$ cat src/rtl/matrix_pkg.sv
// -----------------------------------------------------------------------------
// matrix_pkg
// Shared definitions for the tile scheduler slice:
//   - sched_state_t : tile-issue FSM state encoding
//   - DEF_*         : default panel geometry (800x600 panel, 16x8 tiles)
//   - idx_w()       : index width helper that never returns zero
// -----------------------------------------------------------------------------
package matrix_pkg;

   typedef enum logic [1:0] {
      ST_IDLE      = 2'd0,
      ST_ISSUE     = 2'd1,
      ST_WAIT_DONE = 2'd2,
      ST_NEXT      = 2'd3
   } sched_state_t;

   localparam int DEF_TILES_X = 50;  // 800 / 16
   localparam int DEF_BANDS   = 75;  // 600 / 8
   localparam int DEF_TILE_H  = 8;

   // Width of an index into n items; a single item still needs one bit.
   function automatic int idx_w(input int n);
      return (n > 1) ? $clog2(n) : 1;
   endfunction

endpackage

$ cat src/rtl/video_band_tracker.sv
// -----------------------------------------------------------------------------
// video_band_tracker
// Watches the video timing, counts rows into bands and keeps the queue of
// bands that are ready for transmission.
// Ports:
//   clk, rst_n    : clock, asynchronous active-low reset
//   vid_vs/vid_de : video timing, synchronous to clk
//   band_consume  : scheduler finished all tiles of the oldest pending band
//   ovf_clr       : clears the sticky overflow flag
//   frame_start   : combinational pulse on vid_vs rising edge
//   pending       : number of complete, unsent bands (0..2)
//   band_rd       : band index the scheduler should send next
//   overflow      : sticky, a completed band was dropped
//   frame_cnt     : wrapping count of frame starts
// -----------------------------------------------------------------------------
module video_band_tracker
   import matrix_pkg::*;
#(
   parameter int BANDS  = DEF_BANDS,
   parameter int TILE_H = DEF_TILE_H
) (
   input  logic                     clk,
   input  logic                     rst_n,
   input  logic                     vid_vs,
   input  logic                     vid_de,
   input  logic                     band_consume,
   input  logic                     ovf_clr,
   output logic                     frame_start,
   output logic [1:0]               pending,
   output logic [idx_w(BANDS)-1:0]  band_rd,
   output logic                     overflow,
   output logic [15:0]              frame_cnt
);

   localparam int RW = idx_w(TILE_H);
   localparam int WW = $clog2(BANDS + 1);
   localparam logic [RW-1:0] ROW_LAST = RW'(TILE_H - 1);
   localparam logic [WW-1:0] WR_FULL  = WW'(BANDS);

   logic          vs_p0;
   logic          de_p0;
   logic          row_end;
   logic          band_avail;
   logic          consume_ok;
   logic          drop;
   logic [RW-1:0] row_cnt;
   logic [WW-1:0] band_wr;

   assign frame_start = vid_vs & ~vs_p0;
   assign row_end     = de_p0 & ~vid_de;

   // A frame start wins over a coincident row end, and once every band of the
   // frame has been announced further band ends are ignored.
   assign band_avail = row_end & (row_cnt == ROW_LAST) & ~frame_start
                     & (band_wr != WR_FULL);

   // A consume can only retire a band that is still counted in this frame.
   assign consume_ok = band_consume & (pending != 2'd0) & ~frame_start;

   // Queue is two deep; a third band with no simultaneous retire is lost.
   assign drop = band_avail & ~consume_ok & (pending == 2'd2);

   // Stage p0: timing sync registers and band bookkeeping
   always_ff @(posedge clk or negedge rst_n) begin
      if (!rst_n) begin
         vs_p0     <= 1'b0;
         de_p0     <= 1'b0;
         row_cnt   <= '0;
         band_wr   <= '0;
         band_rd   <= '0;
         pending   <= 2'd0;
         overflow  <= 1'b0;
         frame_cnt <= 16'd0;
      end else begin
         vs_p0 <= vid_vs;
         de_p0 <= vid_de;

         if (frame_start) begin
            row_cnt   <= '0;
            band_wr   <= '0;
            band_rd   <= '0;
            pending   <= 2'd0;
            frame_cnt <= frame_cnt + 16'd1;
         end else begin
            if (row_end)
               row_cnt <= (row_cnt == ROW_LAST) ? '0 : row_cnt + 1'b1;
            if (band_avail)
               band_wr <= band_wr + 1'b1;
            if (consume_ok)
               band_rd <= band_rd + 1'b1;
            case ({band_avail & ~drop, consume_ok})
               2'b10:   pending <= pending + 2'd1;
               2'b01:   pending <= pending - 2'd1;
               default: pending <= pending;
            endcase
         end

         if (drop)
            overflow <= 1'b1;
         else if (ovf_clr)
            overflow <= 1'b0;
      end
   end

endmodule

$ cat src/rtl/matrix_tile_scheduler.sv
// -----------------------------------------------------------------------------
// matrix_tile_scheduler
// Turns completed video bands into a stream of per-tile transmit jobs for an
// SPI master. One job is offered at a time; the next tile is offered only
// after the previous one reports job_done.
// Ports:
//   clk, rst_n      : clock, asynchronous active-low reset
//   enable          : allows a new band to be started (never aborts one)
//   vid_vs, vid_de  : video timing, synchronous to clk
//   job_valid/ready : job offer handshake
//   job_tile/band   : tile column and band row of the offered job
//   job_last        : offered job is the final tile of the final band
//   job_done        : pulse, accepted job finished transmitting
//   ovf_clr         : clears sticky overflow
//   overflow        : sticky, a completed band was dropped
//   frame_cnt       : wrapping count of frame starts
// -----------------------------------------------------------------------------
module matrix_tile_scheduler
   import matrix_pkg::*;
#(
   parameter int TILES_X = DEF_TILES_X,
   parameter int BANDS   = DEF_BANDS,
   parameter int TILE_H  = DEF_TILE_H
) (
   input  logic                       clk,
   input  logic                       rst_n,
   input  logic                       enable,
   input  logic                       vid_vs,
   input  logic                       vid_de,
   output logic                       job_valid,
   input  logic                       job_ready,
   output logic [idx_w(TILES_X)-1:0]  job_tile,
   output logic [idx_w(BANDS)-1:0]    job_band,
   output logic                       job_last,
   input  logic                       job_done,
   input  logic                       ovf_clr,
   output logic                       overflow,
   output logic [15:0]                frame_cnt
);

   localparam int TW = idx_w(TILES_X);
   localparam int BW = idx_w(BANDS);
   localparam logic [TW-1:0] LAST_TILE = TW'(TILES_X - 1);
   localparam logic [BW-1:0] LAST_BAND = BW'(BANDS - 1);

   sched_state_t  state, state_d;
   logic [TW-1:0] tile, tile_d;
   logic [BW-1:0] cur_band, cur_band_d;
   logic          stale, stale_d;
   logic          band_consume;
   logic          frame_start;
   logic [1:0]    pending;
   logic [BW-1:0] band_rd;

   video_band_tracker #(
      .BANDS  (BANDS),
      .TILE_H (TILE_H)
   ) u_tracker (
      .clk          (clk),
      .rst_n        (rst_n),
      .vid_vs       (vid_vs),
      .vid_de       (vid_de),
      .band_consume (band_consume),
      .ovf_clr      (ovf_clr),
      .frame_start  (frame_start),
      .pending      (pending),
      .band_rd      (band_rd),
      .overflow     (overflow),
      .frame_cnt    (frame_cnt)
   );

   // The band index is latched when a band starts so a frame start mid-band
   // does not change job_band. 'stale' marks such a band: its counters were
   // already cleared, so finishing it must not retire a band of the new frame.
   always_comb begin
      state_d      = state;
      tile_d       = tile;
      cur_band_d   = cur_band;
      stale_d      = stale;
      band_consume = 1'b0;

      if (frame_start && (state != ST_IDLE))
         stale_d = 1'b1;

      case (state)
         ST_IDLE: begin
            if (enable && (pending != 2'd0)) begin
               state_d    = ST_ISSUE;
               tile_d     = '0;
               cur_band_d = band_rd;
               stale_d    = frame_start;
            end
         end
         ST_ISSUE: begin
            if (job_ready)
               state_d = ST_WAIT_DONE;
         end
         ST_WAIT_DONE: begin
            if (job_done)
               state_d = ST_NEXT;
         end
         ST_NEXT: begin
            if (tile == LAST_TILE) begin
               band_consume = ~stale;
               state_d      = ST_IDLE;
            end else begin
               tile_d  = tile + 1'b1;
               state_d = ST_ISSUE;
            end
         end
         default: state_d = ST_IDLE;
      endcase
   end

   // Stage p0: scheduler state
   always_ff @(posedge clk or negedge rst_n) begin
      if (!rst_n) begin
         state    <= ST_IDLE;
         tile     <= '0;
         cur_band <= '0;
         stale    <= 1'b0;
      end else begin
         state    <= state_d;
         tile     <= tile_d;
         cur_band <= cur_band_d;
         stale    <= stale_d;
      end
   end

   assign job_valid = (state == ST_ISSUE);
   assign job_tile  = tile;
   assign job_band  = cur_band;
   assign job_last  = job_valid & (tile == LAST_TILE) & (cur_band == LAST_BAND);

endmodule

$ cat config.mk
export PLATFORM = sky130hd
export DESIGN_NAME = matrix_tile_scheduler
export DESIGN_NICKNAME = d
export VERILOG_FILES = /design/src/rtl/matrix_pkg.sv /design/src/rtl/video_band_tracker.sv /design/src/rtl/matrix_tile_scheduler.sv
export SDC_FILE = /design/constraint.sdc
export NUM_CORES = 1
export LEC_CHECK = 0
export ABC_AREA = 1
export CORE_ASPECT_RATIO = 0.6
export CORE_MARGIN = 5
export CORE_UTILIZATION = 49
export DETAILED_ROUTE_END_ITERATION = 7
export GPL_TIMING_DRIVEN = 0
export PLACE_DENSITY_LB_ADDON = 0.2
export SYNTH_ARGS = -nofsm -noshare
export SYNTH_HDL_FRONTEND = slang
export SYNTH_SLANG_ARGS = --single-unit
$ cat constraint.sdc
create_clock -name clk -period 1.3 [get_ports clk]
set_input_delay 0.13 -clock clk [delete_from_list [all_inputs] [get_ports clk]]
set_output_delay 0.13 -clock clk [all_outputs]
set_load 0.01 [all_outputs]
# Word-level counts from Yosys, hierarchy flattened

Index checks and enable logic that the tools add are counted.

Output and inout bits: 32
Flip-flop bits (word level): 54
Bits of input ports: 8

Reductions and logical operators: 14
Eq/ne operators: 14
Mux-type cells: 24
$add $sub $neg: 7
Bitwise operators: 18

Operator list:

| kind                                          | number |
|---|---|
| 2-to-1 mux 7 bit                              | 4 |
| adder 16 x 1 -> 16 bit, second input constant | 1 |
| adder 7 x 1 -> 7 bit, second input constant   | 2 |
| nonzero test 2 bit                            | 7 |
| bitwise AND 1 bit                             | 12 |
| 2-to-1 mux 6 bit                              | 2 |
| one-hot mux 6 bit (2 select lines)            | 1 |
| 2-to-1 mux 3 bit                              | 3 |
| == test 2 bit, second input constant          | 4 |
| 2-to-1 mux 1 bit                              | 8 |
| 2-to-1 mux 2 bit                              | 4 |
| one-hot mux 2 bit (4 select lines)            | 1 |
| == test 7 bit, second input constant          | 1 |
| inequality test 7 bit, second input constant  | 1 |
| adder 6 x 1 -> 6 bit, second input constant   | 1 |
| == test 6 bit, second input constant          | 1 |
| inequality test 2 bit, second input constant  | 3 |
| inverter 1 bit                                | 6 |
| AND reduction 3 bit                           | 2 |
| == test 2 x 1 -> 1 bit, second input constant | 2 |
| one-hot mux 2 bit (2 select lines)            | 1 |
| adder 3 x 1 -> 3 bit, second input constant   | 1 |
| == test 3 bit, second input constant          | 1 |
| nonzero test 3 bit                            | 1 |
| other kinds (6)                               | 7 |

# Logic depth before layout (Yosys ltp)

Depth in word-level cells: 13
Depth in mapped cells: 11
Depth with buffers taken out: 11

# By module

Synthesis repeated with hierarchy kept, for this count alone.

Cells, all modules: 360
Area total of the unflattened synthesis: 2,940.3 µm²

By module, submodules not included:

| module                | seq. area each (µm²) | times used | area an instance (µm²) | cells each |
|---|---|---|---|---|
| video_band_tracker    | 950.9                | 1          | 1,921.8                | 228 |
| matrix_tile_scheduler | 400.4                | 1          | 1,018.5                | 132 |

# Least setup slack after synthesis

OpenSTA, ideal clock, no wires.

Kind: register -> register
Start point: register tile[0], in the netlist job_tile[0]
End point: register tile[0], in the netlist job_tile[0]
Required time: 1.171 ns
Path buffers: 0
Slack: -0.158 ns
Stages on the path, launching flop included: 10
Clock period less this slack: 1.458 ns
Data arrival time: 1.329 ns
Cell sequence: dfrtp_1 -> ha_1 -> nand3_2 -> nor2_4 -> nor2_2 -> inv_2 -> a21oi_4 -> inv_2 -> nand2_1 -> o21ai_1

Cells in the longest elaborated chain, start to end: 3

Ends and longest elaborated chain:

| item                                                                      | line                                                       | text |
|---|---|---|
| from (decl)                                                               | matrix_tile_scheduler.sv:47                                | `logic [TW-1:0] tile, tile_d;` |
| from (signal assigned)                                                    | matrix_tile_scheduler.sv:124                               | `tile <= tile_d;` |
| adder 6 x 1 -> 6 bit or == test 6 bit (tied branches)                     | matrix_tile_scheduler.sv:107, matrix_tile_scheduler.sv:103 |  |
| 2-to-1 mux 6 bit or inequality test 2 bit (tied branches)                 | n/a                                                        |  |
| one-hot mux 6 bit (2 select lines) or AND reduction 3 bit (tied branches) | n/a                                                        |  |

Several ways; a longest one is shown, not always the timed one. The select of a mux whose other input is x is not followed.
A chain may end at the register's enable or synchronous reset.

# Worst setup path after layout

Start point: register tile[0], in the netlist job_tile[0]
End point: register tile[1], in the netlist job_tile[1]

Same word-level chain as after synthesis.

==> run_results.csv <==
group,metric,value,unit
synth,yosysTopAreaCellShare,47.2,%
drt,routedWlPerCell,13.7,um
critical_path,start_kind,"register",
critical_path,path_cells,"ha_4 -> nand3_4 -> nor2_4 -> buf_6 -> nor2_4 -> inv_2 -> a21oi_4 -> buf_4 -> o22ai_1",
critical_path,crit_path_frequent_cell,"nor2_4",
cts,numCtsBuffers,5,
finish,stdcell_area,4280,sq um
power_and_ir_drop,p_leak,2.12,nW
outcome,violations,"setup timing",
floorplan,die_y,69.2,um
finish,fillers,396,
synth,ys.warnings.count,0,
critical_path,path_class,"register to register",
finish,final_util,76.0,%
sta,setup_viol,39,
sta,fin_ws,-265,ps
finish,n_antenna_cell,0,
critical_path,rrSetupSlack,-260,ps
drt,via_per_inst,4.87,
outcome,status,"finished with violations",
cts,root_buffer,"clkbuf_8",
synth,synthCells,327,
power_and_ir_drop,finalPower,0.00526,W
floorplan,rows,21,
synth,syn_area,2860,sq um
placed_design,dpl.hpwl,4300,um
placed_design,pre_cts_ws,-454,ps
critical_path,crit_path_end_kind,"register",
grt,grt_pass1_vias,2427,
sta,tightestPinTransition,395,ps
min_path,hp-class,"input pin to async pin",
critical_path,cp_slowest_cell,"dfrtp_2",
synth,synth_fp_nets,346,
sta,fin_hold_ws,266,ps
sta,slew_viol_final,0,
drt,drt-initial-drc-count,140,
critical_path,cp.arrival,1770,ps
cts,cts.sink_count,54,
critical_path,path_max_fanout,4,
synth,avgSynthCellArea,8.76,sq um
sta,final_hold_viol_count,0,
placed_design,io_buffers,39,
cts,clk_latency,310,ps
drt,drt-total-wl,7030,um
critical_path,cp.required,1500,ps
grt,antenna_found_initial,0,
critical_path,r2r_start,"job_tile[0]",
synth,ys_ff_latch,54,
cts,cts_buffer_depth,2,
power_and_ir_drop,combPwrFrac,42.3,%
grt,grt_pass1_wl,11500,um
critical_path,cpPeakStageDelay,440,ps
floorplan,fp.coreArea,5620,sq um
synth,synth-seq-area-share,47.2,%
drt,drt_first_pass_iters,4,
floorplan,die-area,7520,sq um
drt,vias,2491,
power_and_ir_drop,pwr-share-seq,38.7,%
sta,clock_skew,6.79,ps
cts,h-tree-depth,2,
power_and_ir_drop,internal_power,0.00340,W
grt,overflow,0,
sta,fin_crit_sh,120,%
finish,final_nets,450,
synth,yosysTopAreaCell,"dfrtp_1",
finish,final_layout_size_suffix_gt1_share,41.7,%
power_and_ir_drop,p_sw_share,35.4,%
critical_path,critPathTopFamily,"flip-flops",
grt,grt_max_degree,40,
synth,synthTopCellsByArea,"dfrtp_1 47%, nand2_1 8.7%, inv_1 6.4%",
floorplan,ios,40,
sta,min_period,1560,ps
cts,cts_tree,"yes",
sta,clock.fmax,0.639,GHz
sta,slew_headroom,73.7,%
drt,ant_nets,0,
power_and_ir_drop,ir_drop,0.000973,V
grt,grtUsageTotal,18.9,%
cts,clk_pin_slew,100,ps
power_and_ir_drop,switching_power,0.00186,W
placed_design,detailed_place.area,3420,sq um
finish,area_growth,49.3,%
placed_design,gp_congestion,0.786,
drt,drc,0,
synth,synthDistinctLibCells,34,
critical_path,r2r_cells,9,
critical_path,path_buf_inv,3,
sta,rsz0062_at_grt,"yes",
power_and_ir_drop,power_frac_clock,19.1,%
floorplan,initial_core_util,50.9,%
critical_path,reg2reg_to,"job_tile[1]",
flow_run,cap_violations,0,
power_and_ir_drop,powerDensity,1230,nW/um^2
floorplan,die-width,109,um
==> metal layers <==
layer  global-route usage, %  routed length (um)
met4                    5.18                 106
met2                    28.1                3190
met3                    3.72                 228
met5                       0                   0
met1                    27.9                3510
==> final cells by class <==
| type | count | area [sq um] | share of cell area, % |
|---|---|---|---|
| Timing Repair Buffer | 97 | 836 | 19.5 |
| Sequential cell | 54 | 1360 | 31.9 |
| Inverter | 54 | 224 | 5.24 |
| Multi-Input combinational cell | 215 | 1610 | 37.6 |
| Buffer | 4 | 48.8 | 1.14 |
| Clock buffer | 6 | 82.6 | 1.93 |
| Tap cell | 80 | 100 | 2.34 |
| Clock inverter | 2 | 12.5 | 0.293 |
==> cell families (layout without fill, tap and decap cells) <==
logic type | count (synthesis) | after routing | synth area share [%]
AO/OA/AOI/OAI | 41 | 41 | 8.34
XOR/XNOR | 20 | 20 | 6.12
adder cells (fa/ha/maj) | 11 | 11 | 4.81
buffers and inverters | 58 | 163 | 8.61
flip-flops | 54 | 54 | 47.2
AND/OR/NAND/NOR | 143 | 143 | 24.9
==> registers in the layout (all words and copies together), names as in the netlist <==
name                 cells
u_tracker.row_cnt        3
u_tracker.overflow       1
job_band                 7
job_tile                 6
u_tracker.pending        2
u_tracker.frame_cnt     16
u_tracker.band_wr        7
u_tracker.vs_p0          1
state                    2
stale                    1
u_tracker.band_rd        7
u_tracker.de_p0          1
==> worst max-delay path by stage <==
stage / from / endpoint / slack (ps) / cells past startpoint
floorplan: job_tile[1] / u_tracker.band_rd[4] / -120 / 9
global placement: rst_n / job_tile[0] / -1810 / 1
detailed placement: job_tile[1] / job_last / -450 / 7
CTS: job_tile[1] / job_last / -250 / 7
global route: state[1] / job_tile[1] / -340 / 8
finish: job_tile[0] / job_tile[1] / -260 / 9
==> synthesized netlist by cell type (all sizes together) <==
library cell   n
dfrtp         54
xnor2          8
nand3b         1
nor2          31
a31oi          2
xor2          12
buf            4
o21ai         26
o22ai          5
nand4         10
a22o           1
nor3           8
ha            11
and3           1
or2            1
nand2         71
nand3         20
o21a           1
a21oi          6
inv           53
clkinv         1
==> what timing repair did <==
item                                    in CTS  in global routing
hold buffers                                 1                  0
cloned                                       1                  0
endpoints found under the setup margin      69                 46
setup buffers                               42                 14
resized for setup                           99                 63
pin swaps                                   22                 26
endpoints found under the hold margin       15                  0
==> layout by cell type, fill, tap and decap left out, types with 4 or more instances in the layout <==
cell type        netlist  final
dfrtp_1               54     45
buf_4                  0     44
nand2_1               66     41
inv_1                 49     37
dlygate4sd2_1          0     28
nand2_2                2     22
nor2_1                20     15
buf_6                  3     15
nand3_1               16     15
nor2_4                 4     13
o21ai_2                1     13
xor2_1                12     12
inv_2                  4     10
nand4_1                9      9
dfrtp_2                0      9
nand2_4                3      8
o21ai_1                2      7
xnor2_1                8      7
nor3_1                 8      6
o21ai_0               23      6
ha_4                   0      6
clkbuf_8               0      6
clkdlybuf4s50_1        0      6
inv_4                  0      5
a21oi_1                4      4
==> power by group through the flow <==
stage | Clock [W] | Combinational (W) | Sequential, W
final | 0.00100 | 0.00222 | 0.00203
after global routing | 0.00108 | 0.00244 | 0.00206
after CTS | 0.00101 | 0.00178 | 0.00201
after detailed placement | 0 | 0.00131 | 0.00212
after global placement | 0 | 0.00128 | 0.00211
after floorplan | 0 | 0.000775 | 0.00213
==> through the flow <==
step | instances | TNS (ps)
6_report | 512 | -4610
5_1_grt | 512 | -7580
4_1_cts | 499 | -3290
3_5_place_dp | 447 | -8160
3_3_place_gp | 446 | -94200
2_1_floorplan | 327 | -991
No activity file was read; power rests on OpenSTA's default activity.
